<file path="config.mk">
export PLATFORM = sky130hd
export DESIGN_NAME = dlx_ifetch
export DESIGN_NICKNAME = d
export VERILOG_FILES = /design/src/rtl/dlx_pkg.sv /design/src/rtl/dlx_ifetch_timer.sv /design/src/rtl/dlx_ifetch.sv
export SDC_FILE = /design/constraint.sdc
export NUM_CORES = 1
export LEC_CHECK = 0
export BUFFER_PORTS_ARGS = -buffer_cell sky130_fd_sc_hd__buf_4
export CAP_MARGIN = 20
export CORE_MARGIN = 2
export CORE_UTILIZATION = 45
export DETAILED_ROUTE_END_ITERATION = 10
export PLACE_DENSITY_LB_ADDON = 0.25
export SYNTH_ARGS = -nofsm -noshare
export SYNTH_HDL_FRONTEND = slang
export SYNTH_SLANG_ARGS = --single-unit
</file>
<file path="constraint.sdc">
create_clock -name clk -period 2 [get_ports clk]
set_input_delay 0.2 -clock clk [delete_from_list [all_inputs] [get_ports clk]]
set_output_delay 0.2 -clock clk [all_outputs]
set_load 0.01 [all_outputs]
</file>
<file path="src/rtl/dlx_pkg.sv">
// Shared types and constants for the DLX instruction fetch slice.
package dlx_pkg;

  localparam int          DLX_WORD_W = 32;
  localparam logic [31:0] DLX_NOP    = 32'h0000_0000;

  typedef enum logic [2:0] {
    IDLE  = 3'd0,
    REQ   = 3'd1,
    DRAIN = 3'd2,
    HOLD  = 3'd3,
    FAULT = 3'd4
  } ifetch_state_t;

  function automatic logic is_word_aligned(input logic [DLX_WORD_W-1:0] addr);
    return (addr[1:0] == 2'b00);
  endfunction

endpackage

</file>
<file path="src/rtl/dlx_ifetch_timer.sv">
// Saturating wait counter for the fetch request; expired pulses on the cycle
// whose closing edge would bring the count to ACK_TIMEOUT (0 = never).
module dlx_ifetch_timer #(
  parameter int ACK_TIMEOUT = 255
) (
  input  logic clk,
  input  logic reset_n,
  input  logic clear,
  input  logic en,
  output logic expired
);

  localparam int          CW     = (ACK_TIMEOUT > 0) ? $clog2(ACK_TIMEOUT + 1) : 1;
  localparam bit          TO_ON  = (ACK_TIMEOUT > 0);
  localparam logic [CW-1:0] C_MAX  = TO_ON ? CW'(ACK_TIMEOUT)     : '0;
  localparam logic [CW-1:0] C_LAST = TO_ON ? CW'(ACK_TIMEOUT - 1) : '0;

  logic [CW-1:0] r_cnt;

  always_ff @(posedge clk or negedge reset_n) begin
    if (!reset_n) begin
      r_cnt <= '0;
    end else if (clear) begin
      r_cnt <= '0;
    end else if (en && (r_cnt != C_MAX)) begin
      r_cnt <= r_cnt + 1'b1;
    end
  end

  assign expired = TO_ON && en && (r_cnt == C_LAST);

endmodule

</file>
<file path="src/rtl/dlx_ifetch.sv">
// DLX instruction fetch: req/ack memory read into the IR with flush/timeout.
// Optional misaligned-address fault when DLX_IFETCH_ALIGN_CHK_EN is defined.
module dlx_ifetch
  import dlx_pkg::*;
#(
  parameter int          ACK_TIMEOUT = 255,
  parameter logic [31:0] RESET_IR    = DLX_NOP
) (
  input  logic                  clk,
  input  logic                  reset_n,
  input  logic [DLX_WORD_W-1:0] i_address,
  input  logic                  fetch_start,
  input  logic                  flush,
  output logic                  imem_req,
  output logic [DLX_WORD_W-1:0] imem_addr,
  input  logic                  imem_ack,
  input  logic [DLX_WORD_W-1:0] imem_rdata,
  output logic [DLX_WORD_W-1:0] ir,
  output logic                  ir_valid,
  input  logic                  ir_consume,
  output logic                  fetch_busy,
  output logic                  fetch_fault
);

  ifetch_state_t         r_state;
  ifetch_state_t         w_state_nxt;
  logic [DLX_WORD_W-1:0] r_addr;
  logic [DLX_WORD_W-1:0] r_ir;
  logic                  r_req;
  logic                  r_valid;
  logic                  r_fault;
  logic                  w_launch;
  logic                  w_capture;
  logic                  w_aligned;
  logic                  w_tmr_en;
  logic                  w_expired;

`ifdef DLX_IFETCH_ALIGN_CHK_EN
  assign w_aligned = is_word_aligned(i_address);
`else
  assign w_aligned = 1'b1;
`endif

  // Only unacknowledged, unflushed REQ cycles count towards the timeout.
  assign w_tmr_en = (r_state == REQ) && !imem_ack && !flush;

  dlx_ifetch_timer #(
    .ACK_TIMEOUT(ACK_TIMEOUT)
  ) u_timer (
    .clk     (clk),
    .reset_n (reset_n),
    .clear   (w_launch),
    .en      (w_tmr_en),
    .expired (w_expired)
  );

  always_comb begin
    w_state_nxt = r_state;
    w_launch    = 1'b0;
    w_capture   = 1'b0;
    case (r_state)
      IDLE: begin
        if (fetch_start) begin
          w_launch = 1'b1;
        end
      end
      REQ: begin
        if (imem_ack) begin
          if (flush) begin
            w_state_nxt = IDLE;
          end else begin
            w_capture   = 1'b1;
            w_state_nxt = HOLD;
          end
        end else if (flush) begin
          w_state_nxt = DRAIN;
        end else if (w_expired) begin
          w_state_nxt = FAULT;
        end
      end
      DRAIN: begin
        if (imem_ack) begin
          w_state_nxt = IDLE;
        end
      end
      HOLD: begin
        if (flush) begin
          w_state_nxt = IDLE;
        end else if (ir_consume) begin
          if (fetch_start) begin
            w_launch = 1'b1;
          end else begin
            w_state_nxt = IDLE;
          end
        end
      end
      FAULT: begin
        if (flush) begin
          w_state_nxt = IDLE;
        end
      end
      default: w_state_nxt = IDLE;
    endcase
    if (w_launch) begin
      w_state_nxt = w_aligned ? REQ : FAULT;
    end
  end

  // Outputs are flopped from the next-state decode so they stay glitch-free.
  always_ff @(posedge clk or negedge reset_n) begin
    if (!reset_n) begin
      r_state <= IDLE;
      r_addr  <= '0;
      r_ir    <= RESET_IR;
      r_req   <= 1'b0;
      r_valid <= 1'b0;
      r_fault <= 1'b0;
    end else begin
      r_state <= w_state_nxt;
      if (w_launch) begin
        r_addr <= i_address;
      end
      if (w_capture) begin
        r_ir <= imem_rdata;
      end
      r_req   <= (w_state_nxt == REQ) || (w_state_nxt == DRAIN);
      r_valid <= (w_state_nxt == HOLD);
      r_fault <= (w_state_nxt == FAULT);
    end
  end

  assign imem_req    = r_req;
  assign imem_addr   = r_addr;
  assign ir          = r_ir;
  assign ir_valid    = r_valid;
  assign fetch_busy  = r_req;
  assign fetch_fault = r_fault;

endmodule

</file>
==> qor.csv <==
stage,metric,value,unit
critical_path,launch instance of the worst register-to-register path,r_state[2],
yosys,Yosys cell types,39,
floorplan,number of I/O pins,138,
placement,routability cong.,0.818,
sta,Post-Route Setup TNS,0,ns
global_routing,vias in the first global route,2495,
yosys,register bit total from synthesis,78,
power,peak supply drop,0.870,mV
final_layout,Multi-input gate area,1180,um^2
detailed_routing,DR vias/cell,4.78,
floorplan,Vert. Die Dim,88.8,um
yosys,most frequent cell after synthesis,nand2_1,
sta,worst slew pin tran,0.500,ns
critical_path,Critical Path Fanout Max,9,
final_layout,number of nets in the finished design,507,
detailed_routing,Wirelength per Cell,13.6,um
global_routing,global router's overall resource usage,19.0,%
yosys,fraction of the yosys area taken by sequential cells,60.3,%
final_layout,sequential standard cell area,1950,um^2
clock_tree,clock tree from TritonCTS,done,
clock_tree,total clock sinks,78,
floorplan,FP Rows,30,
clock_tree,Resized cells post-CTS,0,
detailed_routing,number of detailed-route iterations in the first pass,4,
critical_path,"Req. time, crit path",2.27,ns
yosys,most frequently used flop master after synthesis,dfrtp_1,
detailed_routing,ANT nets after route,0,
global_routing,total congestion overflow after global routing,0,
final_layout,post-layout instance area,4560,um^2
critical_path,cell depth of the worst flop-to-flop path,4,
placement,DP HPWL,5230,um
hold_path,hold crit path type,input port to register,
clock_tree,clock-pin slew of the registers on the worst-case setup and hold paths,0.08,ns
detailed_routing,final wirelength,7240,um
placement,number of input and output port buffers inserted,137,
final_layout,antenna cell count,0,
floorplan,overall die area,7880,um^2
sta,final clock period utilization by the worst path,91.3,%
global_routing,first-pass GRT wire length,11500,um
sta,FMAX,548,MHz
sta,RSZ-0062 raised after global routing,false,
critical_path,arrival time worst endpoint,2.09,ns
detailed_routing,initial drt markers,135,
clock_tree,post-CTS setup buffer count,0,
floorplan,Chip Width,88.8,um
sta,setup clock skew after layout,0.0111,ns
yosys,proportion of netlist area held by the largest area contributor,60.3,%
power,Pleak,2.33,nW
yosys,cell type with the largest total area after synthesis,dfrtp_1,
sta,hold violation total from the final report,0,
critical_path,Critical R2R Capture,u_timer.r_cnt[3],
yosys,cells taking the most area after synthesis,"dfrtp_1 60%, nand2_1 12%, mux2_2 11%, a21oi_1 1.2%, o31ai_1 0.93%",
hold_path,Worst Hold End,imem_addr[25],
critical_path,Critical Path Sink Type,register,
final_layout,layout cell share with drive strength beyond 1,43.8,%
yosys,Post-synth top cells,"106 x nand2_1, 78 x dfrtp_1, 32 x mux2_2",
yosys,Mapped Avg Cell Area,11.0,um^2
floorplan,Initial Utilization,47.1,%
clock_tree,level count of the clock H-tree,3,
yosys,cell area after synthesis,3240,um^2
floorplan,area inside the core boundary,6870,um^2
power,"Power, Total",6.47,mW
sta,Period minus WS final,1.83,ns
clock_tree,"Clk Latency, worst-skew pair",0.34,ns
sta,final setup violating endpoints,0,
hold_path,cell depth of the worst min-delay path,3,
run,max_cap viols,0,
run_status,run status,"complete, no violations",
critical_path,reg2reg setup slack,0.17,ns
hold_path,Worst Hold Launch,i_address[25],
detailed_routing,number of vias in the routed layout,2551,
yosys,total number of yosys warnings,0,
global_routing,number of antenna violations at the first check in global routing,0,
power,Cell Pwr Density,1420,nW/um^2
sta,final max-slew violation count,0,
detailed_routing,remaining routing DRC violations,0,
yosys,number of flops mapped to enable cells by yosys,0,
global_routing,largest net degree at the start of global routing,39,
clock_tree,CTS root buffer,clkbuf_8,
final_layout,filler cell count in the final layout,584,
final_layout,area growth from synthesis to layout,40.9,%
sta,relative slew slack,66.6,%
clock_tree,CTS Buf Count,9,
yosys,cells after synthesis,294,
clock_tree,maximum clock path buffer count,2,
critical_path,Critical Setup Path Class,register to register,
critical_path,critical path startpoint category,register,
sta,WHS,0.0431,ns
placement,placed inst area,4390,um^2
yosys,number of nets in the synthesized netlist,366,
yosys,"Async S/R FF share, synth",100,%
sequential cells by signal, summed over array words and instances, names as in the netlist:
name / count
u_timer.r_cnt: 8
fetch_busy: 1
r_state: 3
ir: 32
fetch_fault: 1
ir_valid: 1
imem_addr: 32
logic make-up (layout without fill, tap and decap cells):
family	count (synthesis)	after routing	synth area share [%]
buf+inv	20	164	3.06
flops	78	78	60.3
mux	34	34	11.8
compound gates	25	25	5.53
fa+ha+maj	2	2	0.773
simple gates	135	135	18.5
worst max-delay path: stages (launching register included):
cell and delay [ns]:
dfrtp_1 0.49, nor4b_4 0.42, o311ai_2 0.25, or4_1 0.46, a21oi_1 0.15
worst max-delay path by stage:
stage	slack, ns	endpoint	depth (start not counted)	from
2_1_floorplan	0.34	u_timer.r_cnt[3]	5	r_state[2]
3_3_place_gp	0.25	u_timer.r_cnt[5]	4	r_state[2]
3_5_place_dp	0.17	u_timer.r_cnt[3]	4	r_state[2]
4_1_cts	0.17	u_timer.r_cnt[3]	4	r_state[2]
5_1_grt	0.04	u_timer.r_cnt[5]	4	r_state[2]
6_report	0.17	u_timer.r_cnt[3]	4	r_state[2]
through the flow:
step                      setup WS [ns]  utilization (%)  std cells
after floorplan                   0.337                -        294
after CTS                         0.166             66.4        534
after detailed placement          0.168             63.9        519
final                             0.174             66.4        534
after global routing             0.0373             66.4        534
after global placement            0.251             63.9        519
routing by layer:
layer,wire length [um],global-route usage (%),vias to the layer above
li1,-,-,1274
met1,3090,24.0,1201
met2,3650,30.9,65
met3,338,4.48,11
met4,163,9.23,0
met5,0,0,-
report_power, final:
group | internal (mW) | switching (mW) | total (mW)
Combinational | 1.50 | 1.29 | 2.78
Clock | 0.469 | 0.535 | 1.00
Sequential | 2.27 | 0.403 | 2.68
layout by cell type (no fill, tap or decap), types with 4 or more instances in the layout:
cell type	Yosys	routed
nor2_1	4	4
dfrtp_1	78	78
inv_1	7	7
mux2_2	32	32
nand3_1	4	4
a21oi_1	8	8
clkbuf_8	0	10
o31ai_1	4	4
buf_4	1	139
nand2_1	106	106
what timing repair did:
| item | 4_1_cts | 5_1_grt |
|---|---|---|
| setup endpoints to repair | 0 | 0 |
| endpoints found under the hold margin | 36 | 0 |
| hold buffers | 1 | 0 |
layout make-up:
cell class              instances  share of cell area (%)
clock buffers                  10                    3.02
clock inverters                 4                   0.522
multi-input cells             196                    26.0
inverters                       7                   0.576
repair buffers                143                    24.4
well taps                      96                    2.64
flip-flops and latches         78                    42.8
Note: power is estimated with default switching activity, not from simulation.
